$ cat src/rtl/wb_spi_pkg.sv
// Register map and status bit positions for the Wishbone SPI target.
// The SPI-master driver headers use the same values.
package wb_spi_pkg;

  localparam logic [3:0] REG_STATUS = 4'd0;
  localparam logic [3:0] REG_DATA   = 4'd1;

  localparam int ST_RX_VALID    = 0;
  localparam int ST_TX_FULL     = 1;
  localparam int ST_ENABLE      = 2;
  localparam int ST_RX_OVERRUN  = 3;
  localparam int ST_TX_UNDERRUN = 4;
  localparam int ST_SELECTED    = 5;

  typedef enum logic {
    ENG_IDLE  = 1'b0,
    ENG_SHIFT = 1'b1
  } eng_state_t;

endpackage

$ cat src/rtl/spi_fifo.sv
// Synchronous FIFO with a show-ahead head. A push into a full FIFO is dropped.
// A pop from an empty FIFO is ignored.
module spi_fifo #(
  parameter int width = 8,
  parameter int depth = 4
) (
  input  logic                       clk,
  input  logic                       reset,
  input  logic                       push,
  input  logic                       pop,
  input  logic [width-1:0]           din,
  output logic [width-1:0]           dout,
  output logic                       full,
  output logic                       empty,
  output logic [$clog2(depth+1)-1:0] count
);
  localparam int aw = (depth > 1) ? $clog2(depth) : 1;
  localparam int cw = $clog2(depth + 1);

  logic [width-1:0] mem [depth];
  logic [aw-1:0]    wr_ptr;
  logic [aw-1:0]    rd_ptr;
  logic [cw-1:0]    cnt;
  logic             do_push;
  logic             do_pop;

  assign full    = (cnt == cw'(depth));
  assign empty   = (cnt == {cw{1'b0}});
  assign count   = cnt;
  assign dout    = mem[rd_ptr];
  assign do_push = push & ~full;
  assign do_pop  = pop & ~empty;

  always_ff @(posedge clk) begin
    if (do_push) begin
      mem[wr_ptr] <= din;
    end
  end

  // Pointers wrap naturally because depth is a power of two.
  always_ff @(posedge clk or negedge reset) begin
    if (!reset) begin
      wr_ptr <= {aw{1'b0}};
      rd_ptr <= {aw{1'b0}};
      cnt    <= {cw{1'b0}};
    end else begin
      if (do_push) begin
        wr_ptr <= wr_ptr + aw'(1'b1);
      end
      if (do_pop) begin
        rd_ptr <= rd_ptr + aw'(1'b1);
      end
      case ({do_push, do_pop})
        2'b10:   cnt <= cnt + cw'(1'b1);
        2'b01:   cnt <= cnt - cw'(1'b1);
        default: cnt <= cnt;
      endcase
    end
  end

endmodule

$ cat src/rtl/wb_spi_slave.sv
// Wishbone SPI target (mode 0, MSB first). An RX FIFO and a TX FIFO sit behind
// the STATUS/CTRL and DATA registers. The SPI pins are synchronized into clk.
module wb_spi_slave
  import wb_spi_pkg::*;
#(
  parameter int d_width    = 8,
  parameter int fifo_depth = 4
) (
  input  logic        clk,
  input  logic        reset,
  input  logic        wb_stb_i,
  input  logic        wb_cyc_i,
  input  logic        wb_we_i,
  input  logic [31:0] wb_adr_i,
  input  logic [3:0]  wb_sel_i,
  input  logic [31:0] wb_dat_i,
  output logic [31:0] wb_dat_o,
  output logic        wb_ack_o,
  input  logic        sclk,
  input  logic        ss_n,
  input  logic        mosi_rxd,
  output logic        miso_txd
);
  localparam int cnt_w  = $clog2(d_width + 1);
  localparam int fcnt_w = $clog2(fifo_depth + 1);
  localparam logic [cnt_w-1:0] word_done = cnt_w'(d_width);
  localparam logic [cnt_w-1:0] word_last = cnt_w'(d_width - 1);

  logic [1:0] sclk_sync, ss_sync, mosi_sync;
  logic       sclk_d, ss_d;
  logic       sclk_rise, sclk_fall, ss_rise, ss_fall;

  eng_state_t         state;
  logic [d_width-1:0] tx_sh, rx_sh, rx_word, tx_next;
  logic [cnt_w-1:0]   bit_cnt;
  logic               rx_push, tx_load;

  logic               ack, acc, wr_status, enable, rx_overrun, tx_underrun;
  logic [3:0]         reg_sel;
  logic [31:0]        status, rd_data;

  logic               rx_pop, rx_full, rx_empty;
  logic               tx_push, tx_pop, tx_full, tx_empty;
  logic [d_width-1:0] rx_dout, tx_dout;
  logic [fcnt_w-1:0]  rx_count, tx_count;
  logic               unused_bits;

  assign unused_bits = ^{wb_sel_i, wb_adr_i[31:6], wb_adr_i[1:0], wb_dat_i[31:d_width], rx_count, tx_count};

  // Two-flop synchronizers, then registered edge pulses taken from the second flop.
  always_ff @(posedge clk or negedge reset) begin
    if (!reset) begin
      sclk_sync <= 2'b00;
      ss_sync   <= 2'b11;
      mosi_sync <= 2'b00;
      sclk_d    <= 1'b0;
      ss_d      <= 1'b1;
      sclk_rise <= 1'b0;
      sclk_fall <= 1'b0;
      ss_rise   <= 1'b0;
      ss_fall   <= 1'b0;
    end else begin
      sclk_sync <= {sclk_sync[0], sclk};
      ss_sync   <= {ss_sync[0], ss_n};
      mosi_sync <= {mosi_sync[0], mosi_rxd};
      sclk_d    <= sclk_sync[1];
      ss_d      <= ss_sync[1];
      sclk_rise <= sclk_sync[1] & ~sclk_d;
      sclk_fall <= ~sclk_sync[1] & sclk_d;
      ss_rise   <= ss_sync[1] & ~ss_d;
      ss_fall   <= ~ss_sync[1] & ss_d;
    end
  end

  always_comb begin
    tx_load = 1'b0;
    if (state == ENG_IDLE) begin
      tx_load = ss_fall & enable;
    end else begin
      tx_load = enable & ~ss_rise & sclk_fall & (bit_cnt == word_done);
    end
  end

  assign tx_pop   = tx_load & ~tx_empty;
  assign tx_next  = tx_empty ? {d_width{1'b0}} : tx_dout;
  assign miso_txd = tx_sh[d_width-1];

  // Engine: deselect or disable has priority over any sclk edge in the same cycle.
  always_ff @(posedge clk or negedge reset) begin
    if (!reset) begin
      state   <= ENG_IDLE;
      tx_sh   <= {d_width{1'b0}};
      rx_sh   <= {d_width{1'b0}};
      rx_word <= {d_width{1'b0}};
      bit_cnt <= {cnt_w{1'b0}};
      rx_push <= 1'b0;
    end else begin
      rx_push <= 1'b0;
      case (state)
        ENG_IDLE: begin
          if (ss_fall && enable) begin
            state   <= ENG_SHIFT;
            tx_sh   <= tx_next;
            bit_cnt <= {cnt_w{1'b0}};
          end
        end
        ENG_SHIFT: begin
          if (ss_rise || !enable) begin
            state   <= ENG_IDLE;
            tx_sh   <= {d_width{1'b0}};
            bit_cnt <= {cnt_w{1'b0}};
          end else if (sclk_rise && (bit_cnt != word_done)) begin
            rx_sh   <= {rx_sh[d_width-2:0], mosi_sync[1]};
            bit_cnt <= bit_cnt + cnt_w'(1'b1);
            if (bit_cnt == word_last) begin
              rx_push <= 1'b1;
              rx_word <= {rx_sh[d_width-2:0], mosi_sync[1]};
            end
          end else if (sclk_fall) begin
            if (bit_cnt == word_done) begin
              tx_sh   <= tx_next;
              bit_cnt <= {cnt_w{1'b0}};
            end else begin
              tx_sh <= {tx_sh[d_width-2:0], 1'b0};
            end
          end
        end
        default: begin
          state <= ENG_IDLE;
          tx_sh <= {d_width{1'b0}};
        end
      endcase
    end
  end

  assign reg_sel   = wb_adr_i[5:2];
  assign acc       = wb_stb_i & wb_cyc_i & ~ack;
  assign wb_ack_o  = wb_stb_i & wb_cyc_i & ack;
  assign wr_status = acc & wb_we_i & (reg_sel == REG_STATUS);

  always_comb begin
    status                 = 32'd0;
    status[ST_RX_VALID]    = ~rx_empty;
    status[ST_TX_FULL]     = tx_full;
    status[ST_ENABLE]      = enable;
    status[ST_RX_OVERRUN]  = rx_overrun;
    status[ST_TX_UNDERRUN] = tx_underrun;
    status[ST_SELECTED]    = ~ss_sync[1];
  end

  // FIFO side effects fire only on the cycle that sets ack.
  always_comb begin
    rd_data = 32'd0;
    rx_pop  = 1'b0;
    tx_push = 1'b0;
    case (reg_sel)
      REG_STATUS: rd_data = status;
      REG_DATA: begin
        if (rx_empty) begin
          rd_data = 32'd0;
        end else begin
          rd_data = {{(32-d_width){1'b0}}, rx_dout};
        end
        rx_pop  = acc & ~wb_we_i;
        tx_push = acc & wb_we_i;
      end
      default: rd_data = 32'd0;
    endcase
  end

  always_ff @(posedge clk or negedge reset) begin
    if (!reset) begin
      ack         <= 1'b0;
      wb_dat_o    <= 32'd0;
      enable      <= 1'b0;
      rx_overrun  <= 1'b0;
      tx_underrun <= 1'b0;
    end else begin
      ack      <= acc;
      wb_dat_o <= (acc & ~wb_we_i) ? rd_data : 32'd0;
      if (wr_status) begin
        enable <= wb_dat_i[ST_ENABLE];
      end
      rx_overrun  <= (rx_overrun & ~(wr_status & wb_dat_i[ST_RX_OVERRUN])) | (rx_push & rx_full);
      tx_underrun <= (tx_underrun & ~(wr_status & wb_dat_i[ST_TX_UNDERRUN])) | (tx_load & tx_empty);
    end
  end

  spi_fifo #(.width(d_width), .depth(fifo_depth)) u_rx_fifo (
    .clk   (clk),
    .reset (reset),
    .push  (rx_push),
    .pop   (rx_pop),
    .din   (rx_word),
    .dout  (rx_dout),
    .full  (rx_full),
    .empty (rx_empty),
    .count (rx_count)
  );

  spi_fifo #(.width(d_width), .depth(fifo_depth)) u_tx_fifo (
    .clk   (clk),
    .reset (reset),
    .push  (tx_push),
    .pop   (tx_pop),
    .din   (wb_dat_i[d_width-1:0]),
    .dout  (tx_dout),
    .full  (tx_full),
    .empty (tx_empty),
    .count (tx_count)
  );

endmodule

$ cat config.mk
export PLATFORM = sky130hd
export DESIGN_NAME = wb_spi_slave
export DESIGN_NICKNAME = d
export VERILOG_FILES = /design/src/rtl/wb_spi_pkg.sv /design/src/rtl/spi_fifo.sv /design/src/rtl/wb_spi_slave.sv
export SDC_FILE = /design/constraint.sdc
export NUM_CORES = 1
export LEC_CHECK = 0
export BUFFER_PORTS_ARGS = -buffer_cell sky130_fd_sc_hd__buf_2
export CAP_MARGIN = 10
export CELL_PAD_IN_SITES_DETAIL_PLACEMENT = 1
export CELL_PAD_IN_SITES_GLOBAL_PLACEMENT = 1
export CORE_ASPECT_RATIO = 1.2
export CORE_UTILIZATION = 32
export CTS_CLUSTER_DIAMETER = 30
export DETAILED_ROUTE_END_ITERATION = 6
export PLACE_DENSITY = 0.59
export SYNTH_ARGS = -nofsm -noshare
export SYNTH_HDL_FRONTEND = slang
export SYNTH_SLANG_ARGS = --single-unit
$ cat constraint.sdc
create_clock -name clk -period 5 [get_ports clk]
set_clock_uncertainty 0.15 [all_clocks]
set_input_delay 0.75 -clock clk [delete_from_list [all_inputs] [get_ports clk]]
set_output_delay 0.75 -clock clk [all_outputs]
set_load 0.01 [all_outputs]
=== Word level (Yosys, flattened, before mapping) ===
Memory sizes are Yosys's and may differ from the RTL's.
Index checks and enable logic that the tools add are counted.

* Register bits after elaboration: 91
* Memories: 2
* Output and inout port bits: 34
* Word-level logic and storage cells: 139
* RAM bits: 64

* Add/subtract/negate cells: 9
* Multiplexer cells: 32
* Reductions and logical operators: 13
* Equality and inequality tests: 15
* Bitwise operators: 42

{| class="wikitable"
|+ Memory list
! memory !! words !! bits a word !! read ports !! clocked after memory_dff !! write ports !! RTL line !! source
|-
| u_rx_fifo.mem || 4 || 8 || 1 || 0 || 1 || spi_fifo.sv:20 || <nowiki>logic [width-1:0] mem [depth];</nowiki>
|-
| u_tx_fifo.mem || 4 || 8 || 1 || 0 || 1 || spi_fifo.sv:20 ||
|}

{| class="wikitable"
|+ Operator list
! operator !! count
|-
| 8-bit two-way mux || 7
|-
| 32-bit two-way mux || 1
|-
| 8-bit case mux with 2 select lines || 2
|-
| 1-bit bitwise AND || 25
|-
| 4-bit two-way mux || 5
|-
| 1-bit inverter || 15
|-
| 1-bit two-way mux || 13
|-
| 3-bit case mux with 2 select lines || 2
|-
| 3-bit AND reduction || 3
|-
| 2-bit by 1-bit adder with 2-bit output, second input constant || 4
|-
| 4-bit case mux with 2 select lines || 1
|-
| 3-bit by 1-bit adder with 3-bit output, second input constant || 2
|-
| 3-bit equality test, second input constant || 2
|-
| 3-bit zero test || 2
|-
| 3-bit by 1-bit subtractor with 3-bit output, second input constant || 2
|-
| 4-bit by 1-bit adder with 4-bit output, second input constant || 1
|-
| 2-bit by 1-bit equality test with 1-bit output, second input constant || 2
|-
| 2-bit equality test, second input constant || 2
|-
| 4-bit by 1-bit equality test with 1-bit output, second input constant || 1
|-
| 4-bit by 3-bit equality test with 1-bit output, second input constant || 1
|-
| 4-bit equality test, second input constant || 1
|-
| 4-bit zero test || 1
|-
| 4-bit by 1-bit != test with 1-bit output, second input constant || 1
|-
| 4-bit by 2-bit != test with 1-bit output, second input constant || 1
|-
| 11 further kinds || 14
|}

=== Depth between registers and ports, before layout ===
* Depth in word-level cells: 9
* Gate-level depth with buffers: 12
* Gate-level depth less buffers: 12

=== Modules after synthesis ===
Synthesis repeated with hierarchy kept, for this count alone.

* Cell total of the unflattened synthesis: 339
* Area total of the unflattened synthesis: 5446.5 sq um

{| class="wikitable"
|+ By module, submodules not included
! module !! times used !! area each (sq um) !! cells an instance
|-
| spi_fifo || 2 || 1584.0 || 80
|-
| wb_spi_slave || 1 || 2278.4 || 179
|}

=== Least setup slack after synthesis ===
OpenSTA, ideal clock, no wires.

* Path kind: input port to flip-flop
* Start point: in wb_adr_i[3]
* End point: reg u_rx_fifo.cnt[1] (netlist: u_rx_fifo.count[1])
* Path buffers: 1
* Required time: 4.725 ns
* Slack: 2.183 ns
* Arrival time: 2.542 ns
* Stages on the path: 6
* Cell sequence: or3_1 nor4_1 buf_2 ha_1 fa_1 mux2_2

* Longest elaborated chain between the ends: 5
* Elaborated cells between the ends (all ways): 7
* Classes of those cells: eq/ne: 3; mux: 2; bitwise: 1; reduce/logical: 1

{| class="wikitable"
|+ Ends and longest elaborated chain
! what !! RTL line !! source
|-
| start, declared || wb_spi_slave.sv:14 || <nowiki>input logic [31:0] wb_adr_i,</nowiki>
|-
| 4-bit by 1-bit equality test with 1-bit output * || wb_spi_slave.sv:156 || <nowiki>case (reg_sel)</nowiki>
|-
| 1-bit two-way mux * || wb_spi_slave.sv:156 ||
|-
| 1-bit bitwise AND * || spi_fifo.sv:32 || <nowiki>assign do_pop = pop & ~empty;</nowiki>
|-
| named net u_rx_fifo.do_pop || spi_fifo.sv:25 || <nowiki>logic do_pop;</nowiki>
|-
| 2-bit by 1-bit equality test with 1-bit output / 2-bit equality test (equally long branches) || spi_fifo.sv:53 || <nowiki>case ({do_push, do_pop})</nowiki>
|-
| 3-bit case mux with 2 select lines / 2-bit nonzero test (equally long branches) || -- ||
|-
| end signal, assigned || spi_fifo.sv:54 || <nowiki>2'b10: cnt <= cnt + cw'(1'b1);</nowiki>
|-
| end signal, assigned || spi_fifo.sv:55 || <nowiki>2'b01: cnt <= cnt - cw'(1'b1);</nowiki>
|-
| end signal, assigned || spi_fifo.sv:56 || <nowiki>default: cnt <= cnt;</nowiki>
|-
| end, declared || spi_fifo.sv:23 || <nowiki>logic [cw-1:0] cnt;</nowiki>
|}

The timed path passes the listed nets; every way through them passes the cells marked *.
A chain may end at the register's enable or synchronous reset.

=== Worst setup path in the final report ===
* Start point: reg bit_cnt[0]
* End point: reg u_tx_fifo.cnt[2] (netlist: u_tx_fifo.count[2])

* Longest elaborated chain between the ends: 7
* Elaborated cells between the ends (all ways): 9
* Classes of those cells: eq/ne: 3; mux: 2; bitwise: 3; reduce/logical: 1

{| class="wikitable"
|+ Ends and longest elaborated chain
! what !! RTL line !! source
|-
| start, declared || wb_spi_slave.sv:35 || <nowiki>logic [cnt_w-1:0] bit_cnt;</nowiki>
|-
| start signal, assigned || wb_spi_slave.sv:95 || <nowiki>bit_cnt <= {cnt_w{1'b0}};</nowiki>
|-
| start signal, assigned || wb_spi_slave.sv:104 || <nowiki>bit_cnt <= {cnt_w{1'b0}};</nowiki>
|-
| start signal, assigned || wb_spi_slave.sv:111 || <nowiki>bit_cnt <= {cnt_w{1'b0}};</nowiki>
|-
| 4-bit equality test * || wb_spi_slave.sv:80 || <nowiki>tx_load = enable & ~ss_rise & sclk_fall & (bit_cnt == word_done);</nowiki>
|-
| 1-bit bitwise AND * || wb_spi_slave.sv:80 ||
|-
| 1-bit two-way mux * || wb_spi_slave.sv:77 || <nowiki>if (state == ENG_IDLE) begin</nowiki>
|-
| 1-bit bitwise AND * || wb_spi_slave.sv:84 || <nowiki>assign tx_pop = tx_load & ~tx_empty;</nowiki>
|-
| 1-bit bitwise AND * || spi_fifo.sv:32 ||
|-
| named net u_tx_fifo.do_pop || spi_fifo.sv:25 ||
|-
| 2-bit by 1-bit equality test with 1-bit output / 2-bit equality test (equally long branches) || spi_fifo.sv:53 ||
|-
| 3-bit case mux with 2 select lines / 2-bit nonzero test (equally long branches) || -- ||
|-
| end signal, assigned || spi_fifo.sv:54 ||
|-
| end signal, assigned || spi_fifo.sv:55 ||
|-
| end signal, assigned || spi_fifo.sv:56 ||
|-
| end, declared || spi_fifo.sv:23 ||
|}

Marks and branches as above.

==> flow_metrics.env <==
export IMPL_status="finished, final reports clean"
export IMPL_maxCapViolations=0
export IMPL_cp_end_kind="flop"
export IMPL_die_area_sq_mm=0.0175
export IMPL_crit_fanout=5
export IMPL_start_kind="flop"
export IMPL_crit_required_ps=5180
export IMPL_wl_per_cell_microns=16.3
export IMPL_max_clock_freq_mhz=367
export IMPL_grt_pass1_vias=3167
export IMPL_synth_edf_count=64
export IMPL_synth_main_ff_cell="edfxtp_1"
export IMPL_drt_initial_drc_count=102
export IMPL_die_w_microns=121
export IMPL_synth_area_mux_share_pct=10.4
export IMPL_synth_avg_cell_area_sq_um=15.2
export IMPL_ctsResizeCount=0
export IMPL_initial_core_util_pct=33.0
export IMPL_htree_num_levels=4
export IMPL_slew_viol_final=0
export IMPL_core_sq_mm=0.0164
export IMPL_numClockSinks=131
export IMPL_reg2reg_setup_slack_ps=2280
export IMPL_crit_arrival_ps=2910
export IMPL_drc_errors=0
export IMPL_synth_xor_area_share_pct=1.94
export IMPL_timing_rr_start="bit_cnt[0]$_DFFE_PN0P_"
export IMPL_ys_ff_latch=131
export IMPL_cts_buffers_inserted=17
export IMPL_die_h_microns=145
export IMPL_drive_above_1_share_pct=24.4
export IMPL_drt_pass1_iter_count=4
export IMPL_path_class="reg2reg"
export IMPL_setup_violations=0
export IMPL_hold_path_class="in2async"
export IMPL_synth_cell_types=43
export IMPL_antenna_found_initial=0
export IMPL_async_flop_share_pct=51.1
export IMPL_antenna_left=0
export IMPL_cts_tree="yes"
export IMPL_ys_warn_count=0
export IMPL_postSynthCellCount=356
export IMPL_vias=2906
export IMPL_nets=487
export IMPL_postCtsHoldBufs=0
export IMPL_worstMarginPinSlew_ps=726
export IMPL_synthesis_area_sq_mm=0.00542
export IMPL_via_per_inst=4.67
export IMPL_yosysSeqAreaShare_pct=66.5
export IMPL_irDropWorstVdd_mv=0.274
export IMPL_synth_top_family_by_area="multiplexers"
export IMPL_finalHoldViolCount=0
export IMPL_min_period_ps=2720
export IMPL_leakage_uw=0.00265
export IMPL_maxSlewHeadroom_pct=51.2
export IMPL_powerDensity_mw_per_mm2=473
export IMPL_clockRootBuffer="clkbuf_16"
export IMPL_clk_pin_slew_worst_paths_ps=60
export IMPL_ys_top_cells_by_count="dfrtp_1, edfxtp_1, nand2_1"
export IMPL_clk_latency_ps=410
export IMPL_synthTopCellsByArea="edfxtp_1, dfrtp_1, mux4_2"
export IMPL_finalPower_uw=3000
export IMPL_post_cts_buffers=0
export IMPL_synth_compound_area_share_pct=4.57
export IMPL_grt_overflow=0
export IMPL_routed_wl_microns=10100
export IMPL_row_count=51
export IMPL_cts_path_max_buffers=2
export IMPL_grt_pass1_wl_microns=16700
export IMPL_r2r_cells=12
export IMPL_pin_count=110
export IMPL_fin_crit_sh_pct=54.5
export IMPL_grtUsageTotal_pct=13.2
export IMPL_dp_hpwl_microns=7080
export IMPL_portBuffers=29
export IMPL_r2r_end="u_tx_fifo.count[2]$_DFFE_PN0P_"
export IMPL_rsz0062_at_grt="false"
export IMPL_area_growth_synth_to_final_pct=16.9
export IMPL_yosys_area_share_simple_pct=7.87
export IMPL_yosysTopAreaCell="edfxtp_1"
export IMPL_timing_setup_tns_ps=0
export IMPL_synthAdderAreaFrac_pct=3.51
export IMPL_grt_max_degree=54
export IMPL_fillers=1664
export IMPL_yosysTopAreaCellShare_pct=35.5
export IMPL_diodes=0
export IMPL_place_congestion=0.667
==> layer usage <==
layer	up-vias	track usage, %	share of wire, %
met5	-	0	0
met1	1507	14.7	40
met3	13	3.79	3.3
met4	0	5.85	1.7
met2	63	23.4	56
li1	1323	-	-
==> cell families after synthesis <==
kind of cell	Yosys count
XOR/XNOR	12
other	1
adder cells (fa/ha/maj)	14
buffers and inverters	50
AND/OR/NAND/NOR	80
flip-flops	131
AO/OA/AOI/OAI	34
multiplexers	34
==> cell usage in the layout, fill, tap and decap left out, types with 10 or more instances in the layout <==
cell       instances
and2_1            10
buf_2             29
clkbuf_16         18
conb_1            24
dfrtp_1           64
edfxtp_1          64
ha_1              12
inv_1             17
mux2_2            17
mux4_2            16
nand2_1           34
==> report_power, final <==
part           total [uW]  leakage (uW)  internal (uW)  switching [uW]
Clock                1260      0.000296            826             436
Combinational         383      0.000856            209             174
Sequential           1350       0.00150           1230             126
==> cell type report <==
cell class,count,area (sq um),area share (%)
clock buffers,23,479,7.56
clock inverters,9,130,2.05
inverters,17,63.8,1.01
multi-input cells,198,1630,25.7
flip-flops and latches,131,3600,56.9
well taps,212,265,4.19
repair buffers,32,168,2.65
==> worst max-delay path, cell delays in order, from the launching register on <==
cell and delay, ps:
dfrtp_1 420, inv_1 80, ha_1 190, nand4b_1 180, o22ai_1 360, nand2_1 150
inv_1 90, ha_1 180, inv_1 60, fa_1 370, xor2_1 150, nor2_1 110
xor2_1 150
==> through the flow <==
stage	cell area (sq um)	util (%)	std cells	hold slack, ps	worst slack, ps
floorplan	5510	-	379	181	2180
global placement	5730	34.9	590	183	2100
detailed placement	5730	34.9	590	190	2040
CTS	6340	38.6	622	91.1	2220
global route	6340	38.6	622	102	2050
finish	6340	38.6	622	97.4	2280
==> how the worst max path moves through the flow <==
stage | startpoint | to | slack, ps | depth (start not counted)
2_1_floorplan | wb_adr_i[3] | u_rx_fifo.count[1]$_DFFE_PN0P_ | 2180 | 6
3_3_place_gp | wb_adr_i[3] | u_rx_fifo.count[1]$_DFFE_PN0P_ | 2100 | 7
3_5_place_dp | wb_adr_i[3] | u_rx_fifo.count[1]$_DFFE_PN0P_ | 2040 | 7
4_1_cts | bit_cnt[0]$_DFFE_PN0P_ | u_tx_fifo.count[2]$_DFFE_PN0P_ | 2220 | 12
5_1_grt | bit_cnt[0]$_DFFE_PN0P_ | u_tx_fifo.count[2]$_DFFE_PN0P_ | 2050 | 12
6_report | bit_cnt[0]$_DFFE_PN0P_ | u_tx_fifo.count[2]$_DFFE_PN0P_ | 2280 | 12
==> flip-flops by register name, indices dropped and copies added (netlist names), 4 cells and up <==
name,count
bit_cnt,4
rx_sh,7
rx_word,8
tx_sh,8
u_rx_fifo.mem,32
u_tx_fifo.mem,32
wb_dat_o,8
No activity file was read; power rests on OpenSTA's default activity.
